$ cat config.mk
export PLATFORM = sky130hd
export DESIGN_NAME = trace_reader_flat
export DESIGN_NICKNAME = d
export VERILOG_FILES = /design/src/rtl/trace_reader_if.sv /design/src/rtl/trace_reader.sv /design/src/flat_wrapper.sv
export SDC_FILE = /design/constraint.sdc
export NUM_CORES = 1
export LEC_CHECK = 0
export CAP_MARGIN = 20
export CORE_MARGIN = 3
export CORE_UTILIZATION = 63
export DETAILED_ROUTE_END_ITERATION = 16
export PLACE_DENSITY_LB_ADDON = 0.12
export SLEW_MARGIN = 20
export SYNTH_ARGS = -nofsm -noshare
export SYNTH_HDL_FRONTEND = slang
export SYNTH_SLANG_ARGS = --single-unit
$ cat constraint.sdc
create_clock -name clock -period 29.5 [get_ports clock]
set_input_delay 5.9 -clock clock [delete_from_list [all_inputs] [get_ports clock]]
set_output_delay 5.9 -clock clock [all_outputs]
set_load 0.03 [all_outputs]
$ cat src/rtl/trace_reader_if.sv
// Word stream from trace_reader to a host/UART/JTAG bridge: 32-bit data,
// valid/ready handshake, and a last flag on the final word of each record.
interface trace_reader_if;
  logic [31:0] oData;
  logic        oValid;
  logic        iReady;
  logic        oLast;

  modport master (output oData, output oValid, output oLast, input iReady);
  modport slave  (input oData, input oValid, input oLast, output iReady);
endinterface

$ cat src/rtl/trace_reader.sv
// Debug trace consumer: captures per-instruction core state into a record FIFO
// and streams each record as 4 words. Optional macro TRACE_WRITEBACK_FILTER_EN.
module trace_reader #(
  parameter int DEPTH = 8,
  parameter int CNT_W = 16
) (
  input  logic                     clock,
  input  logic                     reset_n,
  input  logic                     iCapture,
  input  logic [31:0]              iPC,
  input  logic [31:0]              iInstruction,
  input  logic [31:0]              iAluResult,
  input  logic [4:0]               iRd,
  input  logic                     iRegWrite,
  input  logic                     iMemWrite,
  input  logic                     iMemRead,
  input  logic [1:0]               iOrigPC,
  input  logic [1:0]               iOrigWriteData,
  trace_reader_if.master           strm,
  output logic [$clog2(DEPTH):0]   oLevel,
  output logic                     oOverflow,
  output logic [CNT_W-1:0]         oDropCount
);
  localparam int AW = $clog2(DEPTH);

  typedef enum logic {IDLE, SEND} state_t;

  state_t        state_q, state_d;
  logic [AW:0]   wptr, rptr;
  logic [1:0]    idx;
  logic [31:0]   pc_mem  [DEPTH];
  logic [31:0]   ins_mem [DEPTH];
  logic [31:0]   alu_mem [DEPTH];
  logic [11:0]   ctl_mem [DEPTH];

  logic          cap_req, full, accept, drop, hs, pop;
  logic [AW-1:0] ri;

`ifdef TRACE_WRITEBACK_FILTER_EN
  // Only instructions with an architectural side effect are worth tracing.
  assign cap_req = iCapture & (iRegWrite | iMemWrite);
`else
  assign cap_req = iCapture;
`endif

  assign full   = (wptr[AW] != rptr[AW]) && (wptr[AW-1:0] == rptr[AW-1:0]);
  assign accept = cap_req & ~full;
  assign drop   = cap_req & full;
  assign hs     = (state_q == SEND) & strm.iReady;
  assign pop    = hs & (idx == 2'd3);
  assign ri     = rptr[AW-1:0];
  assign oLevel = wptr - rptr;

  always_ff @(posedge clock) begin
    if (accept) begin
      pc_mem[wptr[AW-1:0]]  <= iPC;
      ins_mem[wptr[AW-1:0]] <= iInstruction;
      alu_mem[wptr[AW-1:0]] <= iAluResult;
      ctl_mem[wptr[AW-1:0]] <= {iOrigWriteData, iOrigPC, iMemRead, iMemWrite, iRegWrite, iRd};
    end
  end

  always_ff @(posedge clock) begin
    if (!reset_n) begin
      wptr       <= '0;
      rptr       <= '0;
      idx        <= '0;
      oOverflow  <= 1'b0;
      oDropCount <= '0;
    end else begin
      if (accept) wptr <= wptr + (AW+1)'(1);
      if (pop)    rptr <= rptr + (AW+1)'(1);
      if (hs)     idx  <= idx + 2'd1;
      if (drop) begin
        oOverflow <= 1'b1;
        if (oDropCount != {CNT_W{1'b1}}) oDropCount <= oDropCount + CNT_W'(1);
      end
    end
  end

  always_ff @(posedge clock) begin
    if (!reset_n) state_q <= IDLE;
    else          state_q <= state_d;
  end

  // Next state looks at this edge's capture so a fresh record is valid one
  // edge after capture and consecutive records stream without a bubble.
  always_comb begin
    state_d     = state_q;
    strm.oValid = 1'b0;
    strm.oLast  = 1'b0;
    strm.oData  = '0;
    case (state_q)
      IDLE: begin
        if (oLevel != '0 || accept) state_d = SEND;
      end
      SEND: begin
        strm.oValid = 1'b1;
        strm.oLast  = (idx == 2'd3);
        case (idx)
          2'd0: strm.oData = pc_mem[ri];
          2'd1: strm.oData = ins_mem[ri];
          2'd2: strm.oData = alu_mem[ri];
          default: strm.oData = {20'b0, ctl_mem[ri]};
        endcase
        if (pop && oLevel == (AW+1)'(1) && !accept) state_d = IDLE;
      end
      default: state_d = IDLE;
    endcase
  end
endmodule
$ cat src/flat_wrapper.sv
// flat-port wrapper written by rule: the top's interface ports become plain ports
module trace_reader_flat 
#(
  parameter int DEPTH = 8,
  parameter int CNT_W = 16
)
  (clock, reset_n, iCapture, iPC, iInstruction, iAluResult, iRd, iRegWrite, iMemWrite, iMemRead, iOrigPC, iOrigWriteData, oLevel, oOverflow, oDropCount, strm_oData, strm_oValid, strm_oLast, strm_iReady);
  trace_reader_if strm_i ();
  input  logic clock;
  input  logic reset_n;
  input  logic iCapture;
  input  logic [31:0] iPC;
  input  logic [31:0] iInstruction;
  input  logic [31:0] iAluResult;
  input  logic [4:0] iRd;
  input  logic iRegWrite;
  input  logic iMemWrite;
  input  logic iMemRead;
  input  logic [1:0] iOrigPC;
  input  logic [1:0] iOrigWriteData;
  output logic [$clog2(DEPTH):0] oLevel;
  output logic oOverflow;
  output logic [CNT_W-1:0] oDropCount;
  output wire logic [$bits(strm_i.oData)-1:0] strm_oData;
  output wire logic [$bits(strm_i.oValid)-1:0] strm_oValid;
  output wire logic [$bits(strm_i.oLast)-1:0] strm_oLast;
  input wire logic [$bits(strm_i.iReady)-1:0] strm_iReady;
  assign strm_oData = strm_i.oData;
  assign strm_oValid = strm_i.oValid;
  assign strm_oLast = strm_i.oLast;
  assign strm_i.iReady = strm_iReady;
  trace_reader #(.DEPTH(DEPTH), .CNT_W(CNT_W)) u_core (.clock(clock), .reset_n(reset_n), .iCapture(iCapture), .iPC(iPC), .iInstruction(iInstruction), .iAluResult(iAluResult), .iRd(iRd), .iRegWrite(iRegWrite), .iMemWrite(iMemWrite), .iMemRead(iMemRead), .iOrigPC(iOrigPC), .iOrigWriteData(iOrigWriteData), .strm(strm_i), .oLevel(oLevel), .oOverflow(oOverflow), .oDropCount(oDropCount));
endmodule
==> results.md <==
- Hold-fix buffers, CTS: 0
- Synth Area per Inst: 20.19 sq um
- Synth Area in Adders: 0.4526%
- CTS tree: done
- Port bufs: 166
- CTS Buffer Depth: 3
- Ranking of synthesized cells by area: edfxtp_1 74%, mux4_2 10%, mux2_2 2.4%
- Cell Pwr Density: 65.35 mW/mm^2
- Critical path fanouts, max: 41
- R2r startpoint: u_core.wptr[1]
- Width of the chip: 241.1 microns
- Nets: 2035
- Post-DRT Antenna Nets: 0
- Die height: 241.1 microns
- Vias per inst: 6.396
- Clock Pin Slew Worst Setup and Hold Paths: 0.06 ns
- Final setup violation count: 0
- First-pass GRT wire length: 109600 microns
- Fraction of registers with async set/reset: 0%
- Core area: 0.05424 sq mm
- H-tree depth: 3
- Hold Slack: 0.4629 ns
- Setup TNS: 0 ns
- Row count: 85
- Largest family of logic cells by synthesized area: multiplexers
- Synth top area share: 74.49%
- Static Leak: 12.33 nW
- Netlist cell types: 51
- Fin crit period: 10.94 ns
- Final period utilization: 37.10%
- CP Capture Point: strm_oData[28]
- Multiplexer area fraction after synthesis: 14.69%
- Drt pass-1 iters: 5
- Worst Path Class, Setup: reg2out
- Post-route cell area: 0.03999 sq mm
- Final worst setup slack: 18.56 ns
- Maximum vdd drop: 0.00005553 V
- Mapped cell area: 0.03483 sq mm
- Overall Power: 2.613 mW
- Largest net degree at the start of global routing: 131
- Drt drc: 0
- Place WS: 19.24 ns
- Hold Path Class: reg2reg
- Finished Core Util: 73.73%
- Fin cells: 2681
- Rel. slew slack: 22.02%
- Fmax: 91.37 MHz
- Leading cell type in the layout, fill and taps excluded: edfxtp_1
- Final WL: 73400 microns
- Vias: 17150
- RePlAce Congestion: 0.7372
- Cell count after placement: 2518
- RR Endpoint: u_core.ctl_mem[0][10]
- Synthesized flop and latch total: 895
- DR WL/cell: 27.38 microns
- Clk_lat worst skew: 0.63 ns
- Leading area contributor after synthesis: edfxtp_1
- Vias in the first global route: 17650
- CP endpoint kind: primary output
- DPL Wire Length: 39410 microns
- Share of layout cells above drive strength 1: 19.79%
- Max Cap Violations: 0
- Sequential area share after synthesis: 76.27%
- Crit start category: flip-flop
- Post-Syn Instances: 1725
- Post-CTS Setup Inserts: 0
- Antenna violations before repair: 11
- Worst clock skew: 0.01527 ns
- Worst Path Required: 23.60 ns
- GR Util All Layers: 25.75%
- Worst EP arrival: 5.04 ns
- R2R cell count: 7
- Synth Flop Type: edfxtp_1
- Compound-gate portion of the synthesized area: 3.553%
- Syn_nets: 1849
- Post-synth EDFFs: 864
- Resized cells post-CTS: 0
- Cts bufs inserted: 87
- GRT Residual Overflow: 0
- Placed cell area: 0.03721 sq mm
- Die area: 0.05814 sq mm
- Initial Util: 64.21%
- Run status: finished, final reports clean
- RSZ-0062 raised after global routing: no
- Pins Over Slew Limit: 0
- Flop2flop setup slack: 24.82 ns
- Top Ports: 167
- Xor/xnor share of the synthesized area: 0.4742%
- Hold Vio Cnt, Final: 0
- Synth warn: 0
- Most frequent cells in the layout: 864 x edfxtp_1, 166 x clkdlybuf4s50_1, 155 x mux4_2, 88 x clkbuf_16, 78 x mux2i_1
- Slew @ Worst Pin: 1.170 ns
- Number of sinks on the clock net: 895
- Area Growth Syn to Fin: 14.81%
- Clock Tree Root: clkbuf_16
- Initial drt markers: 1641
- Simple-gate share of the synthesized area: 3.115%
==> critical path, stage by stage (launching register included) <==
cell and delay (ns):
dfxtp_4 0.70, buf_4 0.47, buf_4 0.59, nand2b_1 0.98, a211oi_1 0.13, a311oi_1 0.29
a21oi_1 0.07, o22ai_1 0.35, clkdlybuf4s50_1 0.77
==> kinds of logic after synthesis <==
logic type,count (synthesis)
flops,895
fa+ha+maj,12
simple gates,216
compound gates,172
mux,308
xor+xnor,18
buf+inv,104
==> Yosys cell counts, drive strengths merged (2+ instances only) <==
master  instances
mux2           75
nand2          60
o221ai          4
xor2           13
nand3           8
ha             11
o22ai          40
and3            6
edfxtp        864
o21ai           2
a21boi          7
nor3           18
nor2b          22
xnor2           5
nand2b         23
buf            61
mux4          155
a211oi         21
a21oi          28
dfxtp          31
inv             7
nor2           47
a311oi         16
o211ai          3
and4            3
or3             2
mux2i          78
a31oi           9
nand4           5
a221o           9
and2           17
a22oi          10
a221oi         18
clkbuf         36
==> power by group <==
group          switching [mW]  total [mW]  internal (mW)  leakage [nW]
logic                  0.0691       0.113         0.0442          2.88
registers             0.00676        1.43           1.42          8.10
clock network           0.453        1.07          0.621          1.35
total                   0.529        2.61           2.08          12.3
==> per-layer routing <==
layer  routed length (microns)  vias to the layer above  GRT usage [%]
met5                       103                        -              0
met3                      6762                      125          6.948
met2                     35410                      705          39.81
met1                     29400                     8817          36.86
met4                      1724                       14          7.930
li1                          -                     7487              -
==> final cells by class <==
| class | count | area, sq um |
|---|---|---|
| Multi-Input combinational cell | 726 | 7819 |
| Antenna cell | 4 | 10.01 |
| Fill cell | 3119 | 14250 |
| Clock inverter | 49 | 479.2 |
| Inverter | 7 | 26.28 |
| Timing Repair Buffer | 194 | 1922 |
| Tap cell | 696 | 870.8 |
| Sequential cell | 895 | 26580 |
| Clock buffer | 110 | 2285 |
==> registers in the layout, indices dropped and copies added (netlist names), named ones only <==
signal             cells
u_core.alu_mem       256
u_core.ctl_mem        96
u_core.idx             2
u_core.ins_mem       256
u_core.oDropCount     16
u_core.oOverflow       1
u_core.pc_mem        256
u_core.rptr            4
u_core.state_q         1
u_core.wptr            4
==> worst min-delay path by stage <==
stage                  endpoint  slack [ns]              from  cells after the start
2_1_floorplan    u_core.wptr[0]        0.47    u_core.wptr[0]                      2
3_3_place_gp   u_core.oOverflow        0.45  u_core.oOverflow                      1
3_5_place_dp   u_core.oOverflow        0.45  u_core.oOverflow                      1
4_1_cts        u_core.oOverflow        0.47  u_core.oOverflow                      1
5_1_grt        u_core.oOverflow        0.49  u_core.oOverflow                      1
6_report       u_core.oOverflow        0.46  u_core.oOverflow                      1
Power figures use the tool's default switching activity.
